`config.mk`:
```
export PLATFORM = sky130hd
export DESIGN_NAME = alu_op_sequencer
export DESIGN_NICKNAME = d
export VERILOG_FILES = /design/src/rtl/alu_pkg.sv /design/src/rtl/alu_rot_count.sv /design/src/rtl/alu_op_sequencer.sv
export SDC_FILE = /design/constraint.sdc
export NUM_CORES = 1
export LEC_CHECK = 0
export ABC_AREA = 1
export CORE_ASPECT_RATIO = 1.75
export CORE_UTILIZATION = 39
export CTS_CLUSTER_DIAMETER = 120
export DETAILED_ROUTE_END_ITERATION = 8
export PLACE_DENSITY_LB_ADDON = 0.3
export RECOVER_POWER = 100
export SLEW_MARGIN = 15
export SYNTH_ARGS = -nofsm -noshare
export SYNTH_HDL_FRONTEND = slang
export SYNTH_SLANG_ARGS = --single-unit
```
`constraint.sdc`:
```
create_clock -name clock -period 2.53 [get_ports clock]
set_input_delay 0.3795 -clock clock [delete_from_list [all_inputs] [get_ports clock]]
set_output_delay 0.3795 -clock clock [all_outputs]
set_load 0.05 [all_outputs]
```
`src/rtl/alu_pkg.sv`:
```
// Shared opcode constants, sequencer state type and opcode classification helpers
// for the ALU control/capture stage.
package alu_pkg;

  localparam logic [4:0] OP_ADD  = 5'b00011;
  localparam logic [4:0] OP_SUB  = 5'b00100;
  localparam logic [4:0] OP_AND  = 5'b00101;
  localparam logic [4:0] OP_OR   = 5'b00110;
  localparam logic [4:0] OP_SHR  = 5'b00111;
  localparam logic [4:0] OP_SHRA = 5'b01000;
  localparam logic [4:0] OP_SHL  = 5'b01001;
  localparam logic [4:0] OP_ROR  = 5'b01010;
  localparam logic [4:0] OP_ROL  = 5'b01011;
  localparam logic [4:0] OP_MUL  = 5'b01111;
  localparam logic [4:0] OP_DIV  = 5'b10000;
  localparam logic [4:0] OP_NEG  = 5'b10001;
  localparam logic [4:0] OP_NOT  = 5'b10010;

  typedef enum logic [1:0] {
    ST_IDLE,
    ST_EXEC,
    ST_WAIT_MC,
    ST_DONE
  } state_t;

  function automatic logic is_multicycle(input logic [4:0] op);
    return (op == OP_MUL) || (op == OP_DIV);
  endfunction

  function automatic logic is_legal(input logic [4:0] op);
    case (op)
      OP_ADD, OP_SUB, OP_AND, OP_OR, OP_SHR, OP_SHRA, OP_SHL,
      OP_ROR, OP_ROL, OP_MUL, OP_DIV, OP_NEG, OP_NOT: return 1'b1;
      default:                                        return 1'b0;
    endcase
  endfunction

  function automatic logic uses_count(input logic [4:0] op);
    return (op == OP_ROR) || (op == OP_SHR) || (op == OP_SHRA) || (op == OP_SHL);
  endfunction

endpackage

```
`src/rtl/alu_rot_count.sv`:
```
// Derives the count fed to the rotate-right unit; ROL is mapped onto ROR by
// rotating right by (32 - n) mod 32.
module alu_rot_count
  import alu_pkg::*;
(
  input  logic [4:0] i_op,
  input  logic [4:0] i_b_count,
  output logic [4:0] o_count
);

  always_comb begin
    o_count = '0;
    if (i_op == OP_ROL) begin
      o_count = 5'd0 - i_b_count;
    end else if (uses_count(i_op)) begin
      o_count = i_b_count;
    end
  end

endmodule

```
`src/rtl/alu_op_sequencer.sv`:
```
// Latches ALU operation/operands, captures single-cycle results or handshakes
// with the MUL/DIV unit, and loads the ZHigh/ZLow pair.
module alu_op_sequencer
  import alu_pkg::*;
#(
  parameter int unsigned MC_TIMEOUT = 64,
  parameter int unsigned TO_W       = 7
) (
  input  logic        clock,
  input  logic        clear,
  input  logic        start,
  input  logic [4:0]  op,
  input  logic [31:0] y_operand,
  input  logic [31:0] bus_operand,
  output logic [31:0] unit_a,
  output logic [31:0] unit_b,
  output logic [4:0]  unit_count,
  input  logic [31:0] sc_result,
  output logic        mc_start,
  input  logic        mc_done,
  input  logic [63:0] mc_result,
  output logic [31:0] z_high,
  output logic [31:0] z_low,
  output logic        z_zero,
  output logic        busy,
  output logic        done,
  output logic        err
);

  state_t          r_state;
  state_t          w_next;
  logic [4:0]      r_op;
  logic [31:0]     r_a;
  logic [31:0]     r_b;
  logic [4:0]      r_count;
  logic [31:0]     r_z_high;
  logic [31:0]     r_z_low;
  logic            r_z_zero;
  logic            r_err;
  logic [TO_W-1:0] r_cnt;
  logic [4:0]      w_count;
  logic            w_timeout;
  logic            w_mc_start;
  logic            w_busy;
  logic            w_done;

  alu_rot_count u_rot_count (
    .i_op      (op),
    .i_b_count (bus_operand[4:0]),
    .o_count   (w_count)
  );

  assign w_timeout = (r_cnt == TO_W'(MC_TIMEOUT - 1));

  always_ff @(posedge clock) begin
    if (clear) begin
      r_state <= ST_IDLE;
    end else begin
      r_state <= w_next;
    end
  end

  always_comb begin
    w_next     = r_state;
    w_mc_start = 1'b0;
    w_busy     = (r_state != ST_IDLE);
    w_done     = 1'b0;
    case (r_state)
      ST_IDLE: begin
        if (start) w_next = ST_EXEC;
      end
      ST_EXEC: begin
        if (is_multicycle(r_op)) begin
          w_mc_start = 1'b1;
          w_next     = ST_WAIT_MC;
        end else begin
          w_next = ST_DONE;
        end
      end
      ST_WAIT_MC: begin
        if (mc_done || w_timeout) w_next = ST_DONE;
      end
      ST_DONE: begin
        w_done = 1'b1;
        w_next = ST_IDLE;
      end
      default: w_next = ST_IDLE;
    endcase
  end

  always_ff @(posedge clock) begin
    if (clear) begin
      r_op     <= '0;
      r_a      <= '0;
      r_b      <= '0;
      r_count  <= '0;
      r_z_high <= '0;
      r_z_low  <= '0;
      r_z_zero <= 1'b1;
      r_err    <= 1'b0;
      r_cnt    <= '0;
    end else begin
      case (r_state)
        ST_IDLE: begin
          if (start) begin
            r_op    <= op;
            r_a     <= y_operand;
            r_b     <= bus_operand;
            r_count <= w_count;
            r_err   <= 1'b0;
          end
        end
        ST_EXEC: begin
          if (is_multicycle(r_op)) begin
            r_cnt <= '0;
          end else if (is_legal(r_op)) begin
            r_z_low  <= sc_result;
            r_z_high <= '0;
            r_z_zero <= (sc_result == '0);
          end else begin
            r_err <= 1'b1;
          end
        end
        ST_WAIT_MC: begin
          // A result arriving on the final timeout cycle takes priority over the abort.
          if (mc_done) begin
            r_z_high <= mc_result[63:32];
            r_z_low  <= mc_result[31:0];
            r_z_zero <= (mc_result == '0);
          end else if (w_timeout) begin
            r_err <= 1'b1;
          end else begin
            r_cnt <= r_cnt + TO_W'(1);
          end
        end
        default: ;
      endcase
    end
  end

  assign unit_a     = r_a;
  assign unit_b     = r_b;
  assign unit_count = r_count;
  assign z_high     = r_z_high;
  assign z_low      = r_z_low;
  assign z_zero     = r_z_zero;
  assign err        = r_err;
  assign mc_start   = w_mc_start;
  assign busy       = w_busy;
  assign done       = w_done;

endmodule

```
==> results of run 1 <==
flip-flops by register name (all words and copies together) (netlist names), named ones only:
register    cells
unit_a         32
unit_b         32
z_high         32
z_low          32
r_cnt           7
r_op            5
unit_count      5
r_state         2
err             1
z_zero          1
worst max-delay path, cell delays in order, from the launching register on:
cell and delay, ns:
sky130_fd_sc_hd__dfxtp_1 0.39, sky130_fd_sc_hd__inv_1 0.11, sky130_fd_sc_hd__ha_1 0.24, sky130_fd_sc_hd__inv_1 0.08, sky130_fd_sc_hd__clkdlybuf4s50_1 0.79
cells in the mapped netlist:
master / n / area, µm²
sky130_fd_sc_hd__nand2_4: 1 / 11.3
sky130_fd_sc_hd__clkbuf_1: 23 / 86.3
sky130_fd_sc_hd__nand2_1: 244 / 916
sky130_fd_sc_hd__buf_2: 27 / 135
sky130_fd_sc_hd__buf_4: 1 / 7.51
sky130_fd_sc_hd__nor3_1: 5 / 25.0
sky130_fd_sc_hd__a21oi_1: 23 / 115
sky130_fd_sc_hd__inv_2: 1 / 3.75
sky130_fd_sc_hd__xnor2_1: 2 / 17.5
sky130_fd_sc_hd__o22ai_1: 1 / 6.26
sky130_fd_sc_hd__xor2_1: 2 / 17.5
sky130_fd_sc_hd__a31oi_1: 1 / 6.26
sky130_fd_sc_hd__nor2_2: 10 / 62.6
sky130_fd_sc_hd__o21ai_0: 115 / 576
sky130_fd_sc_hd__and3_1: 1 / 6.26
sky130_fd_sc_hd__buf_6: 1 / 11.3
sky130_fd_sc_hd__buf_1: 1 / 3.75
sky130_fd_sc_hd__nand4_1: 9 / 56.3
sky130_fd_sc_hd__inv_4: 1 / 6.26
sky130_fd_sc_hd__nand3_1: 20 / 100
sky130_fd_sc_hd__ha_1: 7 / 87.6
sky130_fd_sc_hd__nand2_2: 1 / 6.26
sky130_fd_sc_hd__nor3b_1: 1 / 7.51
sky130_fd_sc_hd__buf_8: 3 / 45.0
sky130_fd_sc_hd__inv_1: 42 / 158
sky130_fd_sc_hd__nor2_1: 311 / 1170
sky130_fd_sc_hd__a21oi_2: 1 / 8.76
sky130_fd_sc_hd__dfxtp_1: 150 / 3000
power breakdown:
| group | total [W] | internal (W) | switching, W | leakage, nW |
|---|---|---|---|---|
| registers | 0.00360 | 0.00321 | 0.000393 | 1.23 |
| clock network | 0.00239 | 0.00132 | 0.00108 | 0.271 |
| logic | 0.00757 | 0.00227 | 0.00530 | 3.09 |
metal layers:
layer  share of wire [%]  vias to the layer above  track usage, %
met5                   0                        -               0
met4                 3.5                        0            10.9
met3                 7.1                       43            6.44
met2                  54                      248            44.6
met1                  36                     3206            22.9
li1                    -                     3714               -
final timing paths:
| path | slack (ns) | to | depth (start not counted) |
|---|---|---|---|
| min | 0.46 | z_zero | 2 |
| min reg2reg | 0.46 | z_zero | 2 |
| max | 0.13 | busy | 4 |
| max reg2reg | 0.25 | z_low[20] | 10 |
logic make-up after synthesis:
family / Yosys count
flip-flops: 150
AO/OA/AOI/OAI: 141
buffers and inverters: 100
XOR/XNOR: 4
adder cells (fa/ha/maj): 7
AND/OR/NAND/NOR: 603
stage by stage:
stage / setup WS [ns] / total power, W / hold slack, ns / cell area [µm²] / util, %
after global placement: 0.537 / 0.0115 / 0.452 / 9880 / 59.8
after floorplan: 0.899 / 0.00911 / 0.458 / 6650 / -
after detailed placement: 0.475 / 0.0116 / 0.457 / 9880 / 59.8
after global routing: 0.0298 / 0.0145 / 0.485 / 10400 / 62.9
final: 0.132 / 0.0136 / 0.465 / 10400 / 62.9
after CTS: 0.0402 / 0.0141 / 0.475 / 10400 / 63.1
cell usage in the layout, fill, tap and decap left out, types with 8 or more instances in the layout:
cell	n
sky130_fd_sc_hd__o21ai_0	115
sky130_fd_sc_hd__nor2_1	313
sky130_fd_sc_hd__dlygate4sd3_1	136
sky130_fd_sc_hd__dfxtp_1	150
sky130_fd_sc_hd__a21oi_1	24
sky130_fd_sc_hd__clkbuf_16	17
sky130_fd_sc_hd__nor2_2	8
sky130_fd_sc_hd__nand4_1	9
sky130_fd_sc_hd__clkdlybuf4s50_1	169
sky130_fd_sc_hd__inv_1	42
sky130_fd_sc_hd__nand2_1	244
sky130_fd_sc_hd__nand3_1	20
layout make-up:
cell class / instances / area, µm² / share of cell area [%]
Sequential cell: 150 / 3000 / 28.9
Clock buffer: 19 / 443 / 4.27
Timing Repair Buffer: 321 / 3190 / 30.7
Multi-Input combinational cell: 755 / 3180 / 30.7
Clock inverter: 13 / 115 / 1.11
Inverter: 44 / 166 / 1.60
Tap cell: 224 / 280 / 2.70
repair_timing:
| item | in CTS | in global routing |
|---|---|---|
| setup endpoints to repair | 0 | 1 |
| gates resized for setup | 0 | 1 |
| hold buffers | 0 | 0 |
==> Flow_metrics.wiki, run 1 <==
{| class="wikitable"
! Metric !! Value
|-
| Required time worst endpoint || 2.15 ns
|-
| Clock Skew || 0.0125 ns
|-
| Number of instances in the synthesized netlist || 1,005
|-
| Horizontal die dimension || 101 µm
|-
| Count of final max-slew check failures || 0
|-
| Total Wirelength || 20,700 µm
|-
| Basic-gate share of the synthesized area counting and, or, nand and nor cells || 35.5%
|-
| Avg Cell Area, Syn || 6.62 µm²
|-
| RePlAce Congestion || 0.852
|-
| Antenna violations before repair || 0
|-
| Number of fill cells || 1,579
|-
| Unrepaired setup endpoints after global routing || false
|-
| Power Dens Cells || 1310 nW/µm²
|-
| Final setup violating endpoints || 0
|-
| Number of flip-flops and latches in the synthesized netlist || 150
|-
| Initial DRC Count || 173
|-
| Post-detailed-route count of antenna-violating nets || 0
|-
| Multiplexer share of the synthesized area || 0%
|-
| Root buf cell || sky130_fd_sc_hd__clkbuf_16
|-
| Port bufs || 306
|-
| Sequential fraction of the synthesis area || 45.1%
|-
| Ratio of cells with drive above 1 in the final layout || 4.38%
|-
| GRT Overall Usage || 23.5%
|-
| Number of core rows || 62
|-
| Maximum number of pins on one net before global-route repair || 78
|-
| Critical Path Sink Type || output pin
|-
| Outcome || completed
|-
| Layout-stage area growth over the synthesis result || 56.1%
|-
| Starting density of the core || 40.3%
|-
| Main combinational cell family by area after synthesis || simple AND/OR/NAND/NOR gates
|-
| GRT overflow || 0
|-
| Via-to-Cell Ratio || 4.73
|-
| Fin crit period || 2.40 ns
|-
| Count of non-filler cells in the finished layout || 1,526
|-
| Syn Nets || 1,181
|-
| CTS clk-pin slew, worst paths || 0.06 ns
|-
| CP arrival || 2.02 ns
|-
| CTS Buffer Depth || 2
|-
| Final Hold Vio Count || 0
|-
| Startpoint types || flop
|-
| Worst-case vdd ir drop || 0.000584 V
|-
| Clk sinks || 150
|-
| Number of distinct library cells after synthesis || 28
|-
| Number of remaining DRC errors || 0
|-
| Total number of vias || 7,211
|-
| Adder-cell area share of the yosys netlist || 1.32%
|-
| Core ar. || 16,500 µm²
|-
| Number of nets in the layout || 1,465
|-
| H-tree lvl count || 4
|-
| Source of the critical timing path || r_state[0]
|-
| Final setup TNS || 0 ns
|-
| Count of antenna diodes in the layout || 0
|-
| First-pass GRT wire length || 32,500 µm
|-
| Buffer count from post-CTS setup fixing || 0
|-
| Pre-Repair DR Iteration Count || 4
|-
| Number of max-capacitance violations reported || 0
|-
| Overall die area || 17,600 µm²
|-
| Max Clock Freq || 0.417 GHz
|-
| DP HPWL || 15,500 µm
|-
| Number of buffers created by CTS || 17
|-
| Start of the worst register-to-register path || r_state[0]
|-
| Start point of the worst min-delay path || z_zero
|-
| Share of the clock period used by the worst path || 94.8%
|-
| Xor/xnor cell area share of the yosys netlist || 0.527%
|-
| Worst min-delay path class || flop to flop
|-
| Boundary pin count || 307
|-
| Synth warnings || 0
|-
| Transition time of the tightest slew-check pin || 0.808 ns
|-
| Total leakage power || 4.59 nW
|-
| Worst-case headroom to the max-slew limit || 46.1%
|-
| Post-Place Cells || 1,494
|-
| WL/cell || 13.6 µm
|-
| CP max FO || 5
|-
| Compound-Gate Fraction of Synth Area || 10.7%
|-
| Cell area after synthesis || 6650 µm²
|-
| Skew-Pair Late Insertion Delay || 0.41 ns
|-
| Vias in the first global route || 6,891
|-
| Clock tree from TritonCTS || yes
|-
| Height of the die || 175 µm
|-
| Worst Setup Path Type || flop to output pin
|}
(Power assumes the default switching activity.)
==> inputs of run 2 (changes only) <==
Settings changed: CTS_BUF_LIST set to sky130_fd_sc_hd__clkbuf_4 sky130_fd_sc_hd__clkbuf_8, DONT_BUFFER_PORTS set to 1.
Clock period 2.53 ns to 2.3 ns, I/O delays scaled along.
==> run 2 against run 1 <==
Compared with the run above: worst hold slack lost 0.41 ns; sequential power grew 100%; combinational power shrank 54%; final cell count shrank 20%; global-route usage shrank 2.7 points; via count shrank 16%; largest power group is now sequential cells.
==> Flow_metrics.wiki, run 2 (synthesized netlist as in run 1, its figures left out) <==
{| class="wikitable"
! Metric !! Value
|-
| Outcome || completed (unchanged)
|-
| Skew-Pair Late Insertion Delay || 0.45 ns (was 0.41 ns)
|-
| Vias in the first global route || 5,592 (was 6,891)
|-
| Final setup violating endpoints || 0 (unchanged)
|-
| Overall die area || 17,600 µm² (unchanged)
|-
| Share of the clock period used by the worst path || 88.1%
|-
| Unrepaired setup endpoints after global routing || false (unchanged)
|-
| Non-Filler Cell Area, Final || 7250 µm² (was 10,400 µm²)
|-
| Multi-input logic area || 3180 µm² (about the same)
|-
| Height of the die || 175 µm (unchanged)
|-
| Pre-Repair DR Iteration Count || 4 (unchanged)
|-
| Power Dens Cells || 1790 nW/µm² (was 1310 nW/µm²)
|-
| Commonest non-fill, non-tap cells in the layout || sky130_fd_sc_hd__nor2_1 (314), sky130_fd_sc_hd__nand2_1 (244), sky130_fd_sc_hd__dfxtp_1 (150), sky130_fd_sc_hd__o21ai_0 (115), sky130_fd_sc_hd__inv_1 (41) (was sky130_fd_sc_hd__nor2_1 (313), sky130_fd_sc_hd__nand2_1 (244), sky130_fd_sc_hd__clkdlybuf4s50_1 (169), sky130_fd_sc_hd__dfxtp_1 (150), sky130_fd_sc_hd__dlygate4sd3_1 (136))
|-
| Area after detailed placement || 6820 µm² (was 9880 µm²)
|-
| DP HPWL || 13,700 µm (was 15,500 µm)
|-
| Count of antenna diodes in the layout || 0 (unchanged)
|-
| Worst min-delay path class || input port to flop (was flop to flop)
|-
| Number of buffers created by CTS || 17 (unchanged)
|-
| CP max FO || 5 (unchanged)
|-
| Via-to-Cell Ratio || 4.95 (was 4.73)
|-
| Worst-case vdd ir drop || 0.000719 V (was 0.000584 V)
|-
| Register cell area after layout || 3000 µm² (unchanged)
|-
| Antenna violations before repair || 0 (unchanged)
|-
| H-tree lvl count || 4 (unchanged)
|-
| CP arrival || 1.68 ns (was 2.02 ns)
|-
| RePlAce Congestion || 0.864 (was 0.852)
|-
| Count of final max-slew check failures || 0 (unchanged)
|-
| Worst-case headroom to the max-slew limit || 54.2% (was 46.1%)
|-
| DP Worst Slack || 0.445 ns (was 0.475 ns)
|-
| Final Hold Vio Count || 0 (unchanged)
|-
| Critical Path Sink Type || output pin (unchanged)
|-
| Required time worst endpoint || 1.96 ns (was 2.15 ns)
|-
| GRT Overall Usage || 20.8% (was 23.5%)
|-
| Commonest non-fill, non-tap cell in the layout || sky130_fd_sc_hd__nor2_1 (unchanged)
|-
| Worst Setup Path Type || flop to output pin (unchanged)
|-
| Startpoint types || flop (unchanged)
|-
| Port bufs || 0 (was 306)
|-
| Clock Skew || 0.0192 ns (was 0.0125 ns)
|-
| Number of max-capacitance violations reported || 0 (unchanged)
|-
| Hold bufs inserted after CTS || 2 (was 0)
|-
| Clock tree from TritonCTS || yes (unchanged)
|-
| Post-route setup slack || 0.273 ns (was 0.132 ns)
|-
| Number of fill cells || 1,763 (was 1,579)
|-
| Maximum number of pins on one net before global-route repair || 59 (was 78)
|-
| Horizontal die dimension || 101 µm (unchanged)
|-
| Final core utilization || 43.9% (was 62.9%)
|-
| Layout-stage area growth over the synthesis result || 8.95% (was 56.1%)
|-
| Boundary pin count || 307 (unchanged)
|-
| Fin crit period || 2.03 ns
|-
| Starting density of the core || 40.3% (unchanged)
|-
| Initial DRC Count || 190 (was 173)
|-
| Transition time of the tightest slew-check pin || 0.685 ns (was 0.808 ns)
|-
| Total leakage power || 3.06 nW (was 4.59 nW)
|-
| Max Clock Freq || 0.493 GHz
|-
| CTS Buffer Depth || 2 (unchanged)
|-
| Buffer count from post-CTS setup fixing || 0 (unchanged)
|-
| Number of nets in the layout || 1,163 (was 1,465)
|-
| Root buf cell || sky130_fd_sc_hd__clkbuf_8 (was sky130_fd_sc_hd__clkbuf_16)
|-
| Core ar. || 16,500 µm² (unchanged)
|-
| Number of remaining DRC errors || 0 (unchanged)
|-
| Clk sinks || 150 (unchanged)
|-
| Post-detailed-route count of antenna-violating nets || 0 (unchanged)
|-
| GRT overflow || 0 (unchanged)
|-
| Minimum hold slack || 0.0530 ns (was 0.465 ns)
|-
| Ratio of cells with drive above 1 in the final layout || 5.90% (was 4.38%)
|-
| Final setup TNS || 0 ns (unchanged)
|-
| Total Wirelength || 18,600 µm (was 20,700 µm)
|-
| WL/cell || 15.2 µm (was 13.6 µm)
|-
| Total number of vias || 6,057 (was 7,211)
|-
| Count of cells resized by post-cts repair || 0 (unchanged)
|-
| CTS clk-pin slew, worst paths || 0.10 ns (was 0.06 ns)
|-
| First-pass GRT wire length || 28,500 µm (was 32,500 µm)
|-
| Number of core rows || 62 (unchanged)
|}
## run 2: final timing paths
kind	from	endpoint	slack [ns]	cells after the start
worst min register to register	r_cnt[6]	r_cnt[6]	0.50	2
worst max-delay path	r_state[1]	mc_start	0.27	4
worst max register to register	r_state[0]	z_high[24]	0.32	11
worst min-delay path	bus_operand[0]	unit_count[0]	0.05	2
## run 2: routing by layer
layer	GRT usage (%)	wire length (µm)
met5	0	0
met4	11.8	751
met3	6.88	1670
met2	37.7	9630
met1	20.3	6520
## run 2: through the flow
step                      total power (W)  std cells
after floorplan                    0.0100       1005
after global placement             0.0108       1190
after detailed placement           0.0109       1190
after CTS                          0.0132       1224
after global routing               0.0138       1224
final                              0.0130       1224
## run 2: cell type report
class,count,area share [%]
repair buffers,19,2.43
clock buffers,17,3.23
multi-input cells,755,43.9
flip-flops and latches,150,41.4
clock inverters,15,2.81
well taps,224,3.87
inverters,44,2.33
## run 2: worst max-delay path, cell delays in order, from the launching register on
cell and delay, ns:
sky130_fd_sc_hd__dfxtp_1 0.34, sky130_fd_sc_hd__inv_1 0.12, sky130_fd_sc_hd__ha_1 0.24, sky130_fd_sc_hd__nand2_1 0.15, sky130_fd_sc_hd__inv_1 0.38
## run 2: power breakdown
part | switching, W | internal [W] | total, W
Combinational | 0.00229 | 0.00120 | 0.00349
Sequential | 0.00368 | 0.00352 | 0.00720
Clock | 0.00116 | 0.00113 | 0.00228
==> inputs of run 3 (changes only) <==
Clock period 2.3 ns to 1.9 ns, I/O delays scaled along.
==> run 3 against run 2 <==
Compared with the run above: sequential power increased by 21%; critical path type unchanged; setup slack got worse by 0.17 ns; final cell count increased by 4.6%; highest routed layer unchanged.
==> Flow_metrics.wiki, run 3 (synthesized netlist as in run 1, its figures left out) <==
{| class="wikitable"
! Metric !! Value
|-
| Total leakage power || 3.26 nW (was 3.06 nW)
|-
| Max Clock Freq || 0.557 GHz
|-
| Boundary pin count || 307 (unchanged)
|-
| Horizontal die dimension || 101 µm (unchanged)
|-
| Clk sinks || 150 (unchanged)
|-
| Via-to-Cell Ratio || 4.92 (was 4.95)
|-
| Transition time of the tightest slew-check pin || 0.654 ns (was 0.685 ns)
|-
| Starting density of the core || 40.3% (unchanged)
|-
| Maximum number of pins on one net before global-route repair || 74 (was 59)
|-
| Antenna violations before repair || 0 (unchanged)
|-
| First-pass GRT wire length || 29,900 µm (was 28,500 µm)
|-
| Reg2reg setup slack || 0.14 ns (was 0.32 ns)
|-
| Total number of vias || 6,302 (was 6,057)
|-
| DP HPWL || 13,800 µm (was 13,700 µm)
|-
| Core ar. || 16,500 µm² (unchanged)
|-
| Wire length on met3 || 1620 µm (was 1670 µm)
|-
| Minimum hold slack || 0.0305 ns (was 0.0530 ns)
|-
| Clock Skew || 0.0112 ns (was 0.0192 ns)
|-
| GRT Overall Usage || 21.8% (was 20.8%)
|-
| Height of the die || 175 µm (unchanged)
|-
| Final setup violating endpoints || 0 (unchanged)
|-
| End point of the most critical hold path || unit_a[25] (was unit_count[0])
|-
| Required time worst endpoint || 1.62 ns (was 1.96 ns)
|-
| Post-detailed-route count of antenna-violating nets || 0 (unchanged)
|-
| Worst-case headroom to the max-slew limit || 56.2% (was 54.2%)
|-
| Number of buffers created by CTS || 17 (unchanged)
|-
| Layout-stage area growth over the synthesis result || 17.3% (was 8.95%)
|-
| Critical R2R Capture || z_low[2] (was z_high[24])
|-
| Critical Path Sink Type || output pin (unchanged)
|-
| Start of the worst register-to-register path || r_state[0] (unchanged)
|-
| Multi-input logic area || 3190 µm² (was 3180 µm²)
|-
| Commonest non-fill, non-tap cell in the layout || sky130_fd_sc_hd__nor2_1 (unchanged)
|-
| Total Wirelength || 19,200 µm (was 18,600 µm)
|-
| CP max FO || 5 (unchanged)
|-
| Number of max-capacitance violations reported || 0 (unchanged)
|-
| Count of antenna diodes in the layout || 0 (unchanged)
|-
| Number of remaining DRC errors || 0 (unchanged)
|-
| Number of nets in the layout || 1,221 (was 1,163)
|-
| Skew-Pair Late Insertion Delay || 0.44 ns (was 0.45 ns)
|-
| Ratio of cells with drive above 1 in the final layout || 6.63% (was 5.90%)
|-
| Unrepaired setup endpoints after global routing || false (unchanged)
|-
| Final Hold Vio Count || 0 (unchanged)
|-
| Worst-case vdd ir drop || 0.000799 V (was 0.000719 V)
|-
| Commonest non-fill, non-tap cells in the layout || sky130_fd_sc_hd__nor2_1 (312), sky130_fd_sc_hd__nand2_1 (243), sky130_fd_sc_hd__dfxtp_1 (148), sky130_fd_sc_hd__o21ai_0 (115), sky130_fd_sc_hd__dlygate4sd3_1 (58) (was sky130_fd_sc_hd__nor2_1 (314), sky130_fd_sc_hd__nand2_1 (244), sky130_fd_sc_hd__dfxtp_1 (150), sky130_fd_sc_hd__o21ai_0 (115), sky130_fd_sc_hd__inv_1 (41))
|-
| Clock tree from TritonCTS || yes (unchanged)
|-
| Final setup TNS || 0 ns (unchanged)
|-
| Metal-1 WL || 6600 µm (was 6520 µm)
|-
| RePlAce Congestion || 0.861 (was 0.864)
|-
| Source of the critical timing path || r_state[1] (unchanged)
|-
| Power Dens Cells || 2000 nW/µm² (was 1790 nW/µm²)
|-
| Share of the clock period used by the worst path || 94.5%
|-
| Port bufs || 0 (unchanged)
|-
| Start point of the worst min-delay path || y_operand[25] (was bus_operand[0])
|-
| Met2 wirelength from detailed routing || 10,100 µm (was 9630 µm)
|-
| Fin crit period || 1.80 ns
|-
| CTS Buffer Depth || 2 (unchanged)
|-
| Initial DRC Count || 161 (was 190)
|-
| Highest routing layer actually used || met4 (unchanged)
|-
| Vias in the first global route || 6,087 (was 5,592)
|-
| Count of cells along the worst hold path || 2 (unchanged)
|-
| WL/cell || 15.0 µm (was 15.2 µm)
|-
| Worst min-delay path class || input port to flop (unchanged)
|-
| Root buf cell || sky130_fd_sc_hd__clkbuf_8 (unchanged)
|-
| Overall die area || 17,600 µm² (unchanged)
|-
| Register cell area after layout || 3010 µm² (was 3000 µm²)
|-
| Pre-Repair DR Iteration Count || 4 (unchanged)
|-
| CTS clk-pin slew, worst paths || 0.08 ns (was 0.10 ns)
|-
| Worst Setup Path Type || flop to output pin (unchanged)
|-
| H-tree lvl count || 4 (unchanged)
|-
| CP arrival || 1.51 ns (was 1.68 ns)
|-
| Number of fill cells || 1,665 (was 1,763)
|-
| Reg2reg path depth || 9 (was 11)
|-
| Startpoint types || flop (unchanged)
|-
| GRT overflow || 0 (unchanged)
|-
| Outcome || completed (unchanged)
|-
| Number of core rows || 62 (unchanged)
|-
| Count of final max-slew check failures || 0 (unchanged)
|}
## run 3: cell count changes in the layout (fill, tap and decap cells not counted), sizes merged
cell	change
dlygate4sd3	+56
inv	-8
clkbuf	+5
clkinvlp	+4
bufinv	-2
clkinv	+1
## run 3: report_power, final
| group | switching (W) | internal [W] |
|---|---|---|
| registers | 0.00447 | 0.00427 |
| logic | 0.00285 | 0.00165 |
| clock network | 0.00124 | 0.00111 |
| total | 0.00856 | 0.00703 |
## run 3: repair_timing
action,4_1_cts,5_1_grt
resized for setup,2,2
pin swaps,0,1
hold buffers,58,0
endpoints found under the hold margin,72,0
setup buffers,0,1
setup endpoints to repair,1,5
## run 3: cell type report
type | count | share of cell area [%]
Multi-Input combinational cell | 755 | 40.9
Sequential cell | 150 | 38.5
Timing Repair Buffer | 77 | 10.0
Tap cell | 224 | 3.59
Clock buffer | 20 | 3.45
Inverter | 44 | 2.21
Clock inverter | 10 | 1.28
## run 3: worst max path at each step
| stage | depth (start not counted) | to | slack [ns] |
|---|---|---|---|
| floorplan | 12 | z_low[10] | 0.27 |
| global route | 9 | z_low[2] | 0.005 |
| finish | 4 | mc_start | 0.10 |
| CTS | 4 | mc_start | 0.005 |
| detailed placement | 11 | z_high[5] | 0.15 |
| global placement | 11 | z_high[21] | 0.21 |
## run 3: critical path: stages (launching register included)
cell                         delay (ns)
sky130_fd_sc_hd__dfxtp_2           0.36
sky130_fd_sc_hd__inv_1             0.08
sky130_fd_sc_hd__ha_1              0.24
sky130_fd_sc_hd__nand2_2           0.12
sky130_fd_sc_hd__clkinvlp_4        0.27
## run 3: through the flow
| stage | setup WS, ns | power [W] | util [%] | cell area (µm²) | instances |
|---|---|---|---|---|---|
| floorplan | 0.269 | 0.0121 | - | 6650 | 1005 |
| global placement | 0.208 | 0.0132 | 41.4 | 6850 | 1191 |
| detailed placement | 0.153 | 0.0133 | 41.4 | 6850 | 1191 |
| CTS | 0.00490 | 0.0157 | 47.2 | 7800 | 1279 |
| global route | 0.00475 | 0.0167 | 47.2 | 7800 | 1280 |
| finish | 0.105 | 0.0156 | 47.2 | 7800 | 1280 |
## run 3: layer usage
layer / GRT usage [%] / vias to the layer above
met5: 0 / -
met1: 20.2 / 2787
li1: - / 3207
met3: 6.84 / 53
met2: 40.7 / 255
met4: 12.7 / 0
